### config.mk
export PLATFORM = sky130hd
export DESIGN_NAME = pc_fetch_unit_flat
export DESIGN_NICKNAME = d
export VERILOG_FILES = /design/src/rtl/pc_fetch_unit_if.sv /design/src/rtl/pc_fetch_unit.sv /design/src/flat_wrapper.sv
export SDC_FILE = /design/constraint.sdc
export NUM_CORES = 1
export LEC_CHECK = 0
export CAP_MARGIN = 20
export CORE_MARGIN = 4
export CORE_UTILIZATION = 36
export CTS_CLUSTER_SIZE = 14
export DETAILED_ROUTE_END_ITERATION = 12
export PLACE_DENSITY = 0.8
export SYNTH_ARGS = -nofsm -noshare
export SYNTH_HDL_FRONTEND = slang
export SYNTH_SLANG_ARGS = --single-unit
### constraint.sdc
create_clock -name clk -period 2.46 [get_ports clk]
set_clock_uncertainty 0.1 [all_clocks]
set_input_delay 0.615 -clock clk [delete_from_list [all_inputs] [get_ports clk]]
set_output_delay 0.615 -clock clk [all_outputs]
set_load 0.05 [all_outputs]
### src/rtl/pc_fetch_unit_if.sv
// Fetch-stage bus: control-unit/ULA inputs and instruction/PC outputs of pc_fetch_unit.
// The control side uses the master modport. The fetch unit uses the slave modport.
interface pc_fetch_unit_if;
   logic        en;
   logic        Jump;
   logic        Branch;
   logic        Zero;
   logic [31:0] Instr;
   logic        InstrValid;
   logic [31:0] PC;
   logic [31:0] PCPlus4;
   logic        Halted;

   modport master (
      output en, Jump, Branch, Zero,
      input  Instr, InstrValid, PC, PCPlus4, Halted
   );

   modport slave (
      input  en, Jump, Branch, Zero,
      output Instr, InstrValid, PC, PCPlus4, Halted
   );
endinterface

### src/rtl/pc_fetch_unit.sv
// Instruction fetch stage: PC register, combinational ROM read, next-PC select and RUN/HALT trap.
// Define STEP_MODE_EN to treat en as a raw push-button (synchronized, one step per press).
module pc_fetch_unit #(
   parameter int                         ADDR_W    = 6,
   parameter logic [31:0]                RESET_PC  = 32'h0000_0000,
   // ROM contents: word i occupies bits [32*i +: 32]
   parameter logic [32*(2**ADDR_W)-1:0]  ROM_IMAGE = '0
) (
   input  logic          clk,
   input  logic          reset,
   pc_fetch_unit_if.slave bus
);
   localparam int DEPTH = 2**ADDR_W;

   typedef enum logic {ST_RUN, ST_HALT} state_t;

   state_t              state_reg, state_next;
   logic [31:0]         pc_reg, pc_next;
   logic [31:0]         pc_plus4;
   logic [31:0]         rom_word;
   logic [31:0]         instr;
   logic [31:0]         branch_off;
   logic [ADDR_W-1:0]   rom_idx;
   logic                in_range;
   logic                instr_valid;
   logic                advance;
   logic                pc_load;
   logic [31:0]         rom [DEPTH];

   genvar gi;
   generate
      for (gi = 0; gi < DEPTH; gi++) begin : g_rom
         assign rom[gi] = ROM_IMAGE[gi*32 +: 32];
      end
   endgenerate

`ifdef STEP_MODE_EN
   logic en_sync1_reg, en_sync2_reg, en_prev_reg;

   always_ff @(posedge clk) begin
      if (reset) begin
         en_sync1_reg <= 1'b0;
         en_sync2_reg <= 1'b0;
         en_prev_reg  <= 1'b0;
      end else begin
         en_sync1_reg <= bus.en;
         en_sync2_reg <= en_sync1_reg;
         en_prev_reg  <= en_sync2_reg;
      end
   end

   // One pulse per rising edge of the synchronized button
   assign advance = en_sync2_reg & ~en_prev_reg;
`else
   assign advance = bus.en;
`endif

   assign pc_plus4 = pc_reg + 32'd4;
   assign in_range = (pc_reg[31:ADDR_W+2] == '0);
   assign rom_idx  = pc_reg[ADDR_W+1:2];
   assign rom_word = rom[rom_idx];

   always_comb begin
      state_next  = state_reg;
      instr_valid = 1'b0;
      case (state_reg)
         ST_RUN: begin
            instr_valid = in_range;
            if (!in_range)
               state_next = ST_HALT;
         end
         ST_HALT: begin
            state_next = ST_HALT;
         end
         default: begin
            state_next = ST_HALT;
         end
      endcase
   end

   always_ff @(posedge clk) begin
      if (reset)
         state_reg <= ST_RUN;
      else
         state_reg <= state_next;
   end

   assign instr      = instr_valid ? rom_word : 32'h0;
   assign branch_off = {{14{instr[15]}}, instr[15:0], 2'b00};

   always_comb begin
      pc_next = pc_plus4;
      if (bus.Jump)
         pc_next = {pc_plus4[31:28], instr[25:0], 2'b00};
      else if (bus.Branch && bus.Zero)
         pc_next = pc_plus4 + branch_off;
   end

   // An out-of-range PC is frozen so HALT reports the faulting address
   assign pc_load = (state_reg == ST_RUN) && in_range && advance;

   always_ff @(posedge clk) begin
      if (reset)
         pc_reg <= RESET_PC;
      else if (pc_load)
         pc_reg <= pc_next;
   end

   assign bus.Instr      = instr;
   assign bus.InstrValid = instr_valid;
   assign bus.PC         = pc_reg;
   assign bus.PCPlus4    = pc_plus4;
   assign bus.Halted     = (state_reg == ST_HALT);
endmodule
### src/flat_wrapper.sv
// flat-port wrapper written by rule: the top's interface ports become plain ports
module pc_fetch_unit_flat 
#(
   parameter int                         ADDR_W    = 6,
   parameter logic [31:0]                RESET_PC  = 32'h0000_0000,
                                                     
   parameter logic [32*(2**ADDR_W)-1:0]  ROM_IMAGE = '0
)
  (clk, reset, bus_en, bus_Jump, bus_Branch, bus_Zero, bus_Instr, bus_InstrValid, bus_PC, bus_PCPlus4, bus_Halted);
  pc_fetch_unit_if bus_i ();
  input  logic clk;
  input  logic reset;
  input wire logic [$bits(bus_i.en)-1:0] bus_en;
  input wire logic [$bits(bus_i.Jump)-1:0] bus_Jump;
  input wire logic [$bits(bus_i.Branch)-1:0] bus_Branch;
  input wire logic [$bits(bus_i.Zero)-1:0] bus_Zero;
  output wire logic [$bits(bus_i.Instr)-1:0] bus_Instr;
  output wire logic [$bits(bus_i.InstrValid)-1:0] bus_InstrValid;
  output wire logic [$bits(bus_i.PC)-1:0] bus_PC;
  output wire logic [$bits(bus_i.PCPlus4)-1:0] bus_PCPlus4;
  output wire logic [$bits(bus_i.Halted)-1:0] bus_Halted;
  assign bus_i.en = bus_en;
  assign bus_i.Jump = bus_Jump;
  assign bus_i.Branch = bus_Branch;
  assign bus_i.Zero = bus_Zero;
  assign bus_Instr = bus_i.Instr;
  assign bus_InstrValid = bus_i.InstrValid;
  assign bus_PC = bus_i.PC;
  assign bus_PCPlus4 = bus_i.PCPlus4;
  assign bus_Halted = bus_i.Halted;
  pc_fetch_unit #(.ADDR_W(ADDR_W), .RESET_PC(RESET_PC), .ROM_IMAGE(ROM_IMAGE)) u_core (.clk(clk), .reset(reset), .bus(bus_i));
endmodule
### Word level (Yosys, flattened, before mapping)

Memories as Yosys holds them, arrays and structs flattened.
Index checks and enable logic that the tools add are counted.

* bits in registers: 33
* latch bits: 0
* RAM bits: 0
* bits in read-only memories: 2048
* output and inout bits: 98
* word-level logic and storage cells: 20
* memories kept: 1

* $add $sub $neg: 2
* multiply operators: 0
* divide/modulo/power cells: 0
* order comparisons: 1
* equal/unequal tests: 0
* shift-type cells: 0
* mux-type cells: 8
* bitwise gates (word level): 2
* reductions and logical operators: 4

Memories
* (no name shown): words 64, width 32, read ports 1, clocked after memory_dff 0, write ports 0, RTL line pc_fetch_unit.sv:61 `assign rom_word = rom[rom_idx];`

Operators by type and width (count)
* 2-to-1 mux 32 bit: 5
* adder 32 x 3 -> 32 bit, second input constant: 1
* adder 32 bit: 1
* zero test 24 bit: 1
* greater-or-equal comparator 7 bit, second input constant: 1
* NOT 6 -> 7 bit: 1
* logical AND 1 bit: 3
* 2-to-1 mux 1 bit: 2
* one-hot mux 1 bit (2 select lines): 1
* NOT 1 bit: 1

### Depth between registers and ports, before layout

Gate-level depths: netlist (run 1).

* word-level depth: 8
* mapped depth: 6

### Worst setup path after synthesis (run 1)

OpenSTA, ideal clock, no wires.

* kind: flip-flop to output port
* start point: register u_core.pc_reg[2] (netlist: u_core.bus.PC[2])
* end point: output bus_PCPlus4[22]
* arrival time: 2.559 ns
* data required time: 1.745 ns
* path slack: -0.814 ns
* stages on the path, launching flop included: 6
* buffers on the path: 0
* cells stage by stage: dfxtp_1 -> ha_1 -> and4_1 -> nand3_1 -> nor4_1 -> xor2_1

* word-level cells in the longest chain between the ends: 1

RTL lines
* start: declaration: RTL line pc_fetch_unit.sv:18 `logic [31:0] pc_reg, pc_next;`
* start signal: assignment: RTL line pc_fetch_unit.sv:106 `pc_reg <= pc_next;`
* adder 32 x 3 -> 32 bit: RTL line pc_fetch_unit.sv:58 `assign pc_plus4 = pc_reg + 32'd4;`
* end: declaration: RTL line flat_wrapper.sv:20 `output wire logic [$bits(bus_i.PCPlus4)-1:0] bus_PCPlus4;`

Every way passes these cells.

### Worst setup path after layout (run 1)

* start point: register u_core.pc_reg[2] (netlist: u_core.bus.PC[2])
* end point: output bus_PCPlus4[26]

The elaborated chain is that of the path after synthesis.

==> qor.yml, run 1 <==
outcome:
  status: "finished, violations left"
  violations: "negative setup slack"
layout:
  final_core_util_pct: 77.12
  nets: 364
  drive_above_1_share_pct: 51.40
  final_common_cell: "buf_4"
  syn_to_final_growth_pct: 105.1
  layout_common_cells: "buf_4, conb_1, clkdlybuf4s50_1, buf_12, dfxtp_4"
  antenna-diode-count: 0
timing:
  setup_ws_ns: -0.2657
  tightest_slew_ns: 0.5287
  period_share_pct: 110.8
  whs_ns: 0.4387
  min_period_ns: 2.726
  slew_violations: 0
  hold_viol: 0
  relSlewSlack_pct: 64.64
  finalSetupViolations: 20
  max_freq_mhz: 366.9
  rsz0062_at_grt: "true"
grt:
  grt_max_degree: 32
  grt_pass1_wl_microns: 10930
  antenna_found_initial: 0
  grt_pass1_vias: 2159
  grt_overflow: 0
  grtUsageTotal_pct: 21.84
floorplanning:
  start_util_pct: 37.59
  core_sq_um: 5172
  io_pins: 104
  placementRows: 26
  die_w_microns: 81.49
  die_height_microns: 81.49
  dieArea_sq_um: 6641
synth:
  async_reset_ff_share_pct: 0
  syn_avg_cell_area_sq_um: 8.239
  yosys_warnings: 0
  seq_area_frac_synth_pct: 31.92
  synth-main-ff-cell: "dfxtp_1"
  synth_top_area_cell: "dfxtp_1"
  synth_area_leaders: "dfxtp_1, buf_4, xnor2_1, xor2_1, nor2b_1"
  synth_cells: 236
  netlist-cell-type-count: 31
  synth_top_cell_area_share_pct: 31.92
  ys_seq_elements: 31
  synth_edf_count: 0
  synthesis.area_sq_um: 1944
routing:
  vias: 2204
  top_layer_used: "met4"
  drt_first_iter_violations: 187
  drt-met1-wl_microns: 2673
  post-route-drc-count: 0
  routedWlPerCell_microns: 18.37
  wl_met2_microns: 4128
  drt-total-wl_microns: 7863
  ant_nets: 0
  vias_per_cell: 5.150
  drtPass1Iterations: 4
  wl_met3_microns: 660
worst_setup_path:
  r2r_slack_ns: 0.27
  crit_arrival_ns: 2.01
  worstSetupPathType: "register to primary output"
  cp-start-kind: "register"
  end_kind: "primary output"
  worstPathRequired_ns: 1.75
  path_max_fanout: 4
  ff2ff_path_depth: 7
placement:
  post-dp-hpwl_microns: 4570
  gp_congestion: 0.8239
  preCtsSetupSlack_ns: -0.01769
  numPortBuffers: 65
flow_run:
  drv_cap: 0
worst_hold_path:
  hold_path_class: "register to register"
  whs_path_depth: 1
cts:
  cts_made_buffers: 5
  clkSinkCount: 31
  cts_tree: "yes"
  worstSkewPairLatency_ns: 0.29
  root_buffer: "clkbuf_8"
  cts.clk_slew.worst_paths_ns: 0.07
  cts_max_level: 2
  cts_buffer_depth: 2
power_and_ir_drop:
  fin_total_pwr_mw: 1.053
  power_density_nw_per_um2: 263.9
  p_leak_nw: 1.817
  peakVddDrop_v: 0.0001453
[layout make-up]
class,instances,area (sq um)
timing repair buffer,130,1486
sequential,31,700.7
clock inverter,1,5.005
fill,282,1184
multi-input combinational,180,1599
clock buffer,7,76.32
tap,70,87.58
inverter,9,33.78
[power by group]
part | internal, mW | switching, mW | leakage, nW
logic | 0.0233 | 0.160 | 1.51
clock network | 0.198 | 0.186 | 0.0422
registers | 0.483 | 0.00176 | 0.269
total | 0.705 | 0.348 | 1.82
[through the flow]
step | TNS, ns | cell area [sq um] | cells
floorplan | -1.538 | 2431 | 271
global placement | 0 | 3341 | 393
detailed placement | -0.02943 | 3341 | 393
CTS | -1.805 | 3811 | 414
global route | -4.162 | 3989 | 428
finish | -2.655 | 3989 | 428
[critical path: stages, from the launching register on]
cell	delay [ns]
dfxtp_4	0.37
ha_4	0.15
and4_4	0.25
nand3_4	0.10
buf_6	0.14
nor4_4	0.32
xor2_2	0.23
buf_12	0.16
[final timing paths]
| path | end | from |
|---|---|---|
| worst max-delay path | bus_PCPlus4[26] | u_core.bus.PC[2]$_SDFFE_PP0P_ |
| worst min-delay path | u_core.bus.PC[27]$_SDFFE_PP0P_ | u_core.bus.PC[27]$_SDFFE_PP0P_ |
| worst max register to register | u_core.bus.PC[8]$_SDFFE_PP0P_ | u_core.bus.PC[8]$_SDFFE_PP0P_ |
| worst min register to register | u_core.bus.PC[27]$_SDFFE_PP0P_ | u_core.bus.PC[27]$_SDFFE_PP0P_ |
[layer usage]
layer | GRT usage [%] | vias up
li1 | - | 979
met1 | 23.65 | 1051
met2 | 39.17 | 138
met3 | 5.702 | 36
met4 | 10.64 | 0
met5 | 0 | -
[kinds of logic (layout without fill, tap and decap cells)]
logic type	count (synthesis)	in the layout	share of synthesized area, %
buf+inv	60	147	20.27
flops	31	31	31.92
fa+ha+maj	1	1	0.6434
other cells	1	36	0.1929
xor+xnor	28	28	13.00
simple gates	99	99	29.41
compound gates	16	16	4.569
[what timing repair did]
item | 4_1_cts | 5_1_grt
pin swaps | 20 | 18
endpoints found under the hold margin | 0 | 0
endpoints found under the setup margin | 20 | 23
setup buffers | 13 | 16
gates resized for setup | 55 | 18
hold buffers | 0 | 0
[flip-flops by register name, indices dropped and copies added, names as in the netlist]
register and cells:
u_core.bus.PC 30, u_core.bus.Halted 1
[synth_stat cells (5+ instances only)]
cell type / number
a21oi_1: 9
and4_1: 5
buf_4: 40
clkbuf_1: 6
dfxtp_1: 31
inv_1: 9
nand2_1: 9
nand3_1: 11
nand4_1: 13
nor2_1: 13
nor2b_1: 16
nor3_1: 6
nor4_1: 14
xnor2_1: 15
xor2_1: 12
Power figures use the tool's default switching activity.
==> inputs of run 2 (changes only) <==
--- a/config.mk
+++ b/config.mk
@@ -7,10 +7,11 @@
 export LEC_CHECK = 0
 export CAP_MARGIN = 20
 export CORE_MARGIN = 4
-export CORE_UTILIZATION = 36
+export CORE_UTILIZATION = 57
 export CTS_CLUSTER_SIZE = 14
 export DETAILED_ROUTE_END_ITERATION = 12
-export PLACE_DENSITY = 0.8
+export DONT_BUFFER_PORTS = 1
+export PLACE_DENSITY = 0.77
 export SYNTH_ARGS = -nofsm -noshare
 export SYNTH_HDL_FRONTEND = slang
 export SYNTH_SLANG_ARGS = --single-unit
==> run 2 against run 1 <==
The run now fails in 4_1_cts. Area after synthesis did not move. Synthesized cell count stayed put.
==> qor.yml, run 2 <==
outcome:
  status: "did not finish"
  lastStage: "4_1_cts"
  tool.error: "[ERROR DPL-0038] Utilization greater than 100%, impossible to legalize"
placement:
  numPortBuffers: 0  # -100%
  post-dp-hpwl_microns: 5194  # +14%
  gp_congestion: 0.9085  # +10%
  dp.cells: 339  # -14%
floorplanning:
  io_pins: 104  # unchanged
  placementRows: 20  # -23%
  die_height_microns: 66.41  # -19%
  die_w_microns: 66.41  # -19%
  start_util_pct: 61.67  # +24 points
synth:
  synth_cells: 236  # unchanged
  synth_edf_count: 0  # unchanged
  async_reset_ff_share_pct: 0  # unchanged
  synth_area_leaders: "dfxtp_1, buf_4, xnor2_1, xor2_1, nor2b_1"
  synth_top_area_cell: "dfxtp_1"
  ys_seq_elements: 31  # unchanged
  synth_top_cell_area_share_pct: 31.92  # unchanged
  synth.top_cells.by_count: "buf_4, dfxtp_1, nor2b_1"
  yosysMostFrequentCell: "buf_4"
  syn_avg_cell_area_sq_um: 8.239  # unchanged
  netlist-cell-type-count: 31  # unchanged
  synthesis.area_sq_um: 1944  # unchanged
  synth-main-ff-cell: "dfxtp_1"
  seq_area_frac_synth_pct: 31.92  # unchanged
  yosys_warnings: 0  # unchanged
cts:
  cts_max_level: 2  # unchanged
  cts_made_buffers: 5  # unchanged
  cts_resized: 55  # unchanged
  cts_setup_buffers: 10  # -3
  cts_buffer_depth: 2  # unchanged
  clkSinkCount: 31  # unchanged
  root_buffer: "clkbuf_4"
  ctsHoldBuffers: 0  # unchanged
run 2: kinds of logic after synthesis:
kind of cell / after synthesis / synth area share [%]
and+or+nand+nor: 99 / 29.41
buffers and inverters: 60 / 20.27
DFF: 31 / 31.92
xor gates and xnor gates: 28 / 13.00
AOI/OAI and AO/OA: 16 / 4.569
adders and majority gates: 1 / 0.6434
other: 1 / 0.1929
run 2: per-stage QoR:
step	TNS, ns	worst slack (ns)	utilization (%)	area [sq um]
detailed placement	-0.1608	-0.04579	90.71	2860
global placement	0	0.06112	90.71	2860
floorplan	-1.538	-0.2212	-	2431
==> inputs of run 3 (changes only) <==
--- a/config.mk
+++ b/config.mk
@@ -7,11 +7,10 @@
 export LEC_CHECK = 0
 export CAP_MARGIN = 20
 export CORE_MARGIN = 4
-export CORE_UTILIZATION = 57
-export CTS_CLUSTER_SIZE = 14
+export CORE_UTILIZATION = 40
 export DETAILED_ROUTE_END_ITERATION = 12
 export DONT_BUFFER_PORTS = 1
-export PLACE_DENSITY = 0.77
+export PLACE_DENSITY_LB_ADDON = 0.15
 export SYNTH_ARGS = -nofsm -noshare
 export SYNTH_HDL_FRONTEND = slang
 export SYNTH_SLANG_ARGS = --single-unit
==> constraint.sdc (replaced) <==
create_clock -name clk -period 3.2 [get_ports clk]
set_clock_uncertainty 0.1 [all_clocks]
set_input_delay 0.8 -clock clk [delete_from_list [all_inputs] [get_ports clk]]
set_output_delay 0.8 -clock clk [all_outputs]
set_load 0.05 [all_outputs]
==> run 3 against run 2 <==
The run now ends clean.
==> qor.yml, run 3 (synthesis gave the netlist of run 1 again) <==
outcome:
  status: "completed"
cts:
  ctsHoldBuffers: 0  # unchanged
  cts_buffer_depth: 2  # unchanged
  clkSinkCount: 31  # unchanged
  worstSkewPairLatency_ns: 0.28
  cts.clk_slew.worst_paths_ns: 0.06
  root_buffer: "clkbuf_8"
  cts_tree: "yes"
  cts_max_level: 2  # unchanged
  cts_made_buffers: 5  # unchanged
grt:
  antenna_found_initial: 0
  grt_overflow: 0
  grt_pass1_wl_microns: 7900
  grt_pass1_vias: 1612
  grt_max_degree: 32
  grtUsageTotal_pct: 16.41
worst_setup_path:
  worstSetupPathType: "register to primary output"
  path_max_fanout: 9
  end_kind: "primary output"
  cp-start-kind: "register"
  worstPathRequired_ns: 2.30
  crit_arrival_ns: 2.20
floorplanning:
  core_sq_um: 4723
  start_util_pct: 41.17  # -21 points
  dieArea_sq_um: 6040
  die_w_microns: 77.72  # +17%
  placementRows: 25  # +25%
  die_height_microns: 77.72  # +17%
  io_pins: 104  # unchanged
power_and_ir_drop:
  fin_total_pwr_uw: 807.7
  power_frac_comb_pct: 14.5
  power_frac_clock_pct: 37.5
  peakVddDrop_v: 0.0001574
  p_leak_nw: 1.141
  p_switching_uw: 247.0
  power_density_nw_per_um2: 304.9
  netSwitchingFraction_pct: 30.58
  intPower_uw: 560.7
  pwr-share-seq_pct: 48.0
layout:
  syn_to_final_growth_pct: 36.23
  antenna-diode-count: 0
  nets: 296
  final_core_util_pct: 56.08
  largest_reg_flops: 30
  drive_above_1_share_pct: 31.83
  fillers: 421
  layout_common_cells: "buf_4, conb_1, dfxtp_1, nor2b_1"
  final_common_cell: "buf_4"
worst_hold_path:
  hold_path_class: "register to register"
timing:
  max_freq_mhz: 323.0
  relSlewSlack_pct: 54.48
  hold_viol: 0
  period_share_pct: 96.75
  finalSetupViolations: 0
  min_period_ns: 3.096
  slew_violations: 0
  rsz0062_at_grt: "false"
  tightest_slew_ns: 0.6818
routing:
  drt_first_iter_violations: 49
  vias_per_cell: 4.750
  post-route-drc-count: 0
  ant_nets: 0
  drt-total-wl_microns: 5094
  routedWlPerCell_microns: 14.31
  vias: 1691
  drtPass1Iterations: 4
placement:
  post-dp-hpwl_microns: 3940  # -24%
  gp_congestion: 0.8019  # -12%
  numPortBuffers: 0  # unchanged
flow_run:
  drv_cap: 0
[run 3: routing by layer]
layer	wire length, microns	GRT usage [%]	part of all wire, %
met1	2031	19.74	40
met2	2522	27.31	50
met3	499	5.104	9.8
met4	41	6.050	0.80
met5	0	0	0
[run 3: metrics by stage]
| stage | std cells | cell area (sq um) | worst slack [ns] | TNS [ns] | hold slack (ns) |
|---|---|---|---|---|---|
| after floorplan | 271 | 2161 | -0.01148 | -0.04589 | 0.5113 |
| after global placement | 348 | 2505 | 0.1792 | 0 | 0.3679 |
| after detailed placement | 348 | 2505 | 0.1198 | 0 | 0.3713 |
| after CTS | 355 | 2611 | -0.07412 | -0.1454 | 0.3814 |
| after global routing | 356 | 2649 | 0.009162 | 0 | 0.3922 |
| final | 356 | 2649 | 0.1041 | 0 | 0.3813 |
[run 3: path summary, 6_finish.rpt]
check	start	endpoint	slack [ns]	cells after the start
max reg2reg	u_core.bus.PC[12]$_SDFFE_PP0P_	u_core.bus.PC[8]$_SDFFE_PP0P_	1.08	5
min reg2reg	u_core.bus.PC[27]$_SDFFE_PP0P_	u_core.bus.PC[27]$_SDFFE_PP0P_	0.38	1
max	u_core.bus.PC[2]$_SDFFE_PP0P_	bus_PCPlus4[30]	0.10	6
min	u_core.bus.PC[27]$_SDFFE_PP0P_	u_core.bus.PC[27]$_SDFFE_PP0P_	0.38	1
[run 3: worst max-delay path, stage by stage (launching register included)]
cell	delay, ns
dfxtp_2	0.33
ha_1	0.22
and4_1	0.35
nand3_4	0.19
or4_4	0.47
xnor2_2	0.18
buf_12	0.16
[run 3: cell type report]
cell class / count / area, sq um / share of cell area [%]
Inverter: 9 / 33.78 / 1.275
Tap cell: 67 / 83.83 / 3.165
Clock inverter: 1 / 5.005 / 0.1889
Sequential cell: 31 / 623.1 / 23.52
Multi-Input combinational cell: 180 / 1192 / 45.02
Timing Repair Buffer: 62 / 628.1 / 23.71
Clock buffer: 6 / 82.58 / 3.118
[run 3: power groups by stage]
stage / sequential (mW) / combinational (mW) / clock, mW
global route: 0.388 / 0.120 / 0.325
floorplan: 0.401 / 0.146 / 0
global placement: 0.396 / 0.116 / 0
CTS: 0.388 / 0.116 / 0.311
finish: 0.388 / 0.117 / 0.303
detailed placement: 0.396 / 0.116 / 0
[run 3: timing repair]
item                       in CTS  in global routing
cloned                          0                  0
pin swaps                       0                  1
setup endpoints to repair       9                  6
setup buffers                   0                  1
gates resized for setup         3                  5
